**src/rtl/cpu_pkg.sv**
```systemverilog
// Shared fetch-side definitions: redirect FSM states and instruction size.
package cpu_pkg;

  typedef enum logic [1:0] {
    ST_BOOT     = 2'd0,
    ST_RUN      = 2'd1,
    ST_REDIRECT = 2'd2,
    ST_FAULT    = 2'd3
  } redirect_state_e;

  // Byte distance between sequential instructions.
  localparam int INSTR_BYTES = 4;

  // Bubble counter width; holds FLUSH_CYCLES-1 for FLUSH_CYCLES up to 15.
  localparam int FLUSH_CNT_W = 4;

endpackage : cpu_pkg

```
**src/rtl/branch_target_gen.sv**
```systemverilog
// Combinational branch target adder with instruction-alignment check.
module branch_target_gen #(
  parameter int ADDR_WIDTH = 32,
  parameter int DATA_WIDTH = 32
) (
  input  logic [ADDR_WIDTH-1:0] br_pc,
  input  logic [DATA_WIDTH-1:0] br_offset,
  output logic [ADDR_WIDTH-1:0] target,
  output logic                  misaligned
);

  logic [ADDR_WIDTH-1:0] offset_ext;

  // Fit the offset to the address width: truncate a wide operand, sign-extend a narrow one.
  generate
    if (DATA_WIDTH >= ADDR_WIDTH) begin : g_trunc
      assign offset_ext = br_offset[ADDR_WIDTH-1:0];
    end else begin : g_sext
      assign offset_ext = {{(ADDR_WIDTH-DATA_WIDTH){br_offset[DATA_WIDTH-1]}}, br_offset};
    end
  endgenerate

  // Two's-complement add wraps modulo 2^ADDR_WIDTH, so a negative offset needs no special case.
  assign target     = br_pc + offset_ext;
  assign misaligned = |target[1:0];

endmodule : branch_target_gen

```
**src/rtl/pc_redirect.sv**
```systemverilog
// Fetch PC sequencer: sequential fetch, taken-branch redirect with a fixed
// fetch bubble, and a sticky fault on a misaligned branch target.
module pc_redirect
  import cpu_pkg::*;
#(
  parameter int                       ADDR_WIDTH   = 32,
  parameter int                       DATA_WIDTH   = 32,
  parameter logic [ADDR_WIDTH-1:0]    RESET_PC     = '0,
  parameter int                       FLUSH_CYCLES = 2
) (
  input  logic                  clk,
  input  logic                  rst_n,
  input  logic                  br_valid,
  input  logic                  br_taken,
  input  logic [ADDR_WIDTH-1:0] br_pc,
  input  logic [DATA_WIDTH-1:0] br_offset,
  output logic                  br_ready,
  output logic [ADDR_WIDTH-1:0] fetch_addr,
  output logic                  fetch_valid,
  input  logic                  fetch_ready,
  output logic                  flush,
  output logic                  fault,
  output logic [ADDR_WIDTH-1:0] fault_addr
);

  localparam logic [FLUSH_CNT_W-1:0] BUBBLE_LAST = FLUSH_CNT_W'(FLUSH_CYCLES - 1);
  localparam logic [ADDR_WIDTH-1:0]  PC_STEP     = ADDR_WIDTH'(INSTR_BYTES);

  redirect_state_e        state_q;
  logic [ADDR_WIDTH-1:0]  pc_q;
  logic [FLUSH_CNT_W-1:0] cnt_q;
  logic                   flush_q;
  logic                   fault_q;
  logic [ADDR_WIDTH-1:0]  fault_addr_q;

  logic [ADDR_WIDTH-1:0]  target;
  logic                   misaligned;
  logic                   take_branch;

  branch_target_gen #(
    .ADDR_WIDTH (ADDR_WIDTH),
    .DATA_WIDTH (DATA_WIDTH)
  ) u_target (
    .br_pc      (br_pc),
    .br_offset  (br_offset),
    .target     (target),
    .misaligned (misaligned)
  );

  // Branch outcomes are only accepted while running; br_ready is a pure state decode.
  assign take_branch = (state_q == ST_RUN) && br_valid && br_taken;

  // Redirect FSM: owns the PC, the bubble counter, the flush pulse and the fault record.
  always_ff @(posedge clk or negedge rst_n) begin
    if (!rst_n) begin
      state_q      <= ST_BOOT;
      pc_q         <= RESET_PC;
      cnt_q        <= '0;
      flush_q      <= 1'b0;
      fault_q      <= 1'b0;
      fault_addr_q <= '0;
    end else begin
      // Flush is a single-cycle pulse unless re-armed below.
      flush_q <= 1'b0;
      unique case (state_q)
        ST_BOOT: begin
          state_q <= ST_RUN;
        end
        ST_RUN: begin
          if (take_branch) begin
            // A taken branch overrides any concurrent fetch handshake; the
            // abandoned request is covered by the flush.
            flush_q <= 1'b1;
            if (misaligned) begin
              fault_q      <= 1'b1;
              fault_addr_q <= target;
              state_q      <= ST_FAULT;
            end else begin
              pc_q    <= target;
              cnt_q   <= BUBBLE_LAST;
              state_q <= ST_REDIRECT;
            end
          end else if (fetch_ready) begin
            pc_q <= pc_q + PC_STEP;
          end
        end
        ST_REDIRECT: begin
          if (cnt_q == '0) begin
            state_q <= ST_RUN;
          end else begin
            cnt_q <= cnt_q - 1'b1;
          end
        end
        ST_FAULT: begin
          state_q <= ST_FAULT;
        end
        default: begin
          state_q <= ST_BOOT;
        end
      endcase
    end
  end

  assign fetch_valid = (state_q == ST_RUN);
  assign br_ready    = (state_q == ST_RUN);
  assign fetch_addr  = pc_q;
  assign flush       = flush_q;
  assign fault       = fault_q;
  assign fault_addr  = fault_addr_q;

endmodule : pc_redirect

```
**config.mk**
```make
export PLATFORM = sky130hd
export DESIGN_NAME = pc_redirect
export DESIGN_NICKNAME = d
export VERILOG_FILES = /design/src/rtl/cpu_pkg.sv /design/src/rtl/branch_target_gen.sv /design/src/rtl/pc_redirect.sv
export SDC_FILE = /design/constraint.sdc
export NUM_CORES = 1
export LEC_CHECK = 0
export ABC_AREA = 1
export BUFFER_PORTS_ARGS = -buffer_cell sky130_fd_sc_hd__buf_2
export CAP_MARGIN = 20
export CORE_UTILIZATION = 32
export CTS_CLUSTER_DIAMETER = 50
export CTS_CLUSTER_SIZE = 10
export DETAILED_ROUTE_END_ITERATION = 6
export SETUP_SLACK_MARGIN = 0.3
export SYNTH_ARGS = -nofsm -noshare
export SYNTH_HDL_FRONTEND = slang
export SYNTH_HIERARCHICAL = 1
export SYNTH_SLANG_ARGS = --single-unit
export TNS_END_PERCENT = 20
```
**constraint.sdc**
```tcl
create_clock -name clk -period 1.9 [get_ports clk]
set_clock_uncertainty 0.1 [all_clocks]
set_input_delay 0.095 -clock clk [delete_from_list [all_inputs] [get_ports clk]]
set_output_delay 0.095 -clock clk [all_outputs]
set_load 0.02 [all_outputs]
```
==> results.yml <==
status:
  status: "finished, final reports clean"
cells_and_area:
  area_growth_pct: 41.9
  drive_gt1_frac: 0.326
  post-route-util: 0.463
  diodes: 0
  fin_cells: 1536
  fill_cells: 1990
  design_area_sq_um: 9020
  num-nets-final: 1369
global_route:
  grt-ovfl-total: 0
  track_usage: 0.191
  grt_pass1_wl_microns: 31000
  grt_max_degree: 73
  grt_pass1_vias: 6422
  antenna_found_initial: 0
yosys:
  synth_area_per_cell_sq_um: 6.01
  synthArstFlopShare: 1.00
  yosys.area.top_type_share: 0.283
  ys.flop_type: "dfrtp_1"
  syn-num-nets: 1161
  yosysTopAreaCell: "dfrtp_1"
  netlist_top_cells_count: "nand2_1 (446), inv_1 (159), nor2_1 (106), dfrtp_1 (72), nand3_1 (62)"
  synthMostInstantiatedCell: "nand2_1"
  syn_inst: 1058
  synth-seq-area-share: 0.283
  synth-warning-count: 6
  ys_seq_elements: 72
  synth_cell_type_count: 38
  netlist_top_cells_area: "dfrtp_1 (28%), nand2_1 (26%), inv_1 (9.4%)"
  synth_edf_count: 0
  netlist_area_sq_um: 6360
floorplanning:
  core_sq_um: 19500
  fp.dieH_microns: 143
  num_rows: 51
  die_x_microns: 143
  die_area_sq_um: 20400
  start_util: 0.327
  io_pins: 137
place:
  place_area_sq_um: 7810
  dp.final_hpwl_microns: 15100
  gp_congestion: 0.855
  port_buffers: 136
  dp.cells: 1507
sta:
  fin_tns_setup_ps: 0
  period_share: 0.846
  relSlewSlack: 0.734
  tightest_slew_ps: 398
  slew_violations: 0
  fmax_ghz: 0.622
  setup_viol: 0
  fin_crit_ps: 1610
  finalHoldViolCount: 0
  rsz0062_at_grt: "true"
routing:
  via_count: 6867
  wire_per_inst_microns: 12.5
  drc: 0
  drtPass1Iterations: 4
  finalWirelength_microns: 19200
  ant_nets: 0
  viasPerCell: 4.47
  drtIter0Drc: 375
cts:
  clk_latency_ps: 330
  clockRootBuffer: "clkbuf_16"
  clock_sinks: 72
  clkSlewWorstSetupHoldPaths_ps: 60
  cts_buffer_depth: 2
  cts_max_level: 3
  cts_tree: "done"
  cts_buffers: 9
critical_path:
  critPathKind: "in2reg"
  crit_arrival_ps: 1730
  cp_max_fo: 10
  crit_path_end_kind: "flip-flop"
  critPathRequiredTime_ps: 2030
  start_kind: "input port"
  rrSetupSlack_ps: 310
power:
  peakVddDrop_v: 0.000425
  p_leak_nw: 4.91
  power_density_nw_per_um2: 1050
flow_run:
  maxCapViolCount: 0
hold_path:
  hp-class: "in2reg"
## what timing repair did
item	4_1_cts	5_1_grt
endpoints found under the hold margin	72	0
buffers inserted	5	7
pin swaps	7	39
hold buffers	1	0
setup endpoints to repair	31	60
resized for setup	32	153
## state kept, by name, summed over array words and instances (netlist names)
name and cells:
fault 1, cnt_q 4, fault_addr 32, state_q 2
fetch_addr 32, flush 1
## cell usage in the layout, fill, tap and decap left out, drive strengths merged, types with 11 or more instances in the layout
cell / instances
a21oi: 35
o21ai: 40
clkbuf: 11
dfrtp: 72
nand2: 464
ha: 33
nor2: 116
xor2: 16
inv: 166
nand3: 66
buf: 215
## metal layers
layer  vias up  global-route usage  wire length [microns]
met4         0              0.0594                    357
met1      3065               0.262                   9140
li1       3643                   -                      -
met3        22              0.0134                    684
met2       137               0.319                   8990
met5         -                   0                      0
## worst max-delay path, stage by stage
cell	delay, ps
buf_8	100
ha_4	150
fa_2	440
or2_4	260
nand2_4	80
clkinv_4	70
nor2_8	120
buf_6	160
o21ai_0	90
o21a_1	170
## cell families after synthesis
logic type | Yosys count | synth area share
AND/OR/NAND/NOR | 662 | 0.433
buffers and inverters | 186 | 0.117
AO/OA/AOI/OAI | 84 | 0.0713
flip-flops | 72 | 0.283
adder cells (fa/ha/maj) | 34 | 0.0681
XOR/XNOR | 20 | 0.0276
## power breakdown
part           switching (mW)  internal [mW]  total, mW
registers               0.617           2.20       2.81
clock network           0.652           1.32       1.97
logic                    2.88           1.83       4.71
## through the flow
stage	worst slack [ps]	power, mW	hold WS, ps
final	293	9.50	52.7
after global routing	161	10.2	91.1
after CTS	264	9.18	85.2
after global placement	-118	7.00	58.2
after floorplan	60.4	5.39	-301
after detailed placement	-99.1	7.04	75.1
## area by class of cell
type                       instances  area, sq um  share of cell area
sequential                        72         1820               0.202
clock inverter                     5          104              0.0115
inverter                         167          637              0.0706
timing repair buffer             216         1370               0.152
tap                              265          332              0.0368
multi-input combinational        800         4520               0.501
clock buffer                      11          243              0.0269
## path summary, 6_finish.rpt
path / startpoint / to / cells past startpoint
worst min register to register: fault_addr[13] / fault_addr[13] / 2
min in group asynchronous: rst_n / state_q[0] / 3
max in group asynchronous: rst_n / fetch_addr[22] / 3
worst max-delay path: br_pc[0] / fetch_addr[5] / 10
worst min-delay path: br_offset[0] / fault_addr[0] / 4
worst max register to register: fetch_addr[2] / fetch_addr[16] / 9
Note: power is estimated with default switching activity, not from simulation.
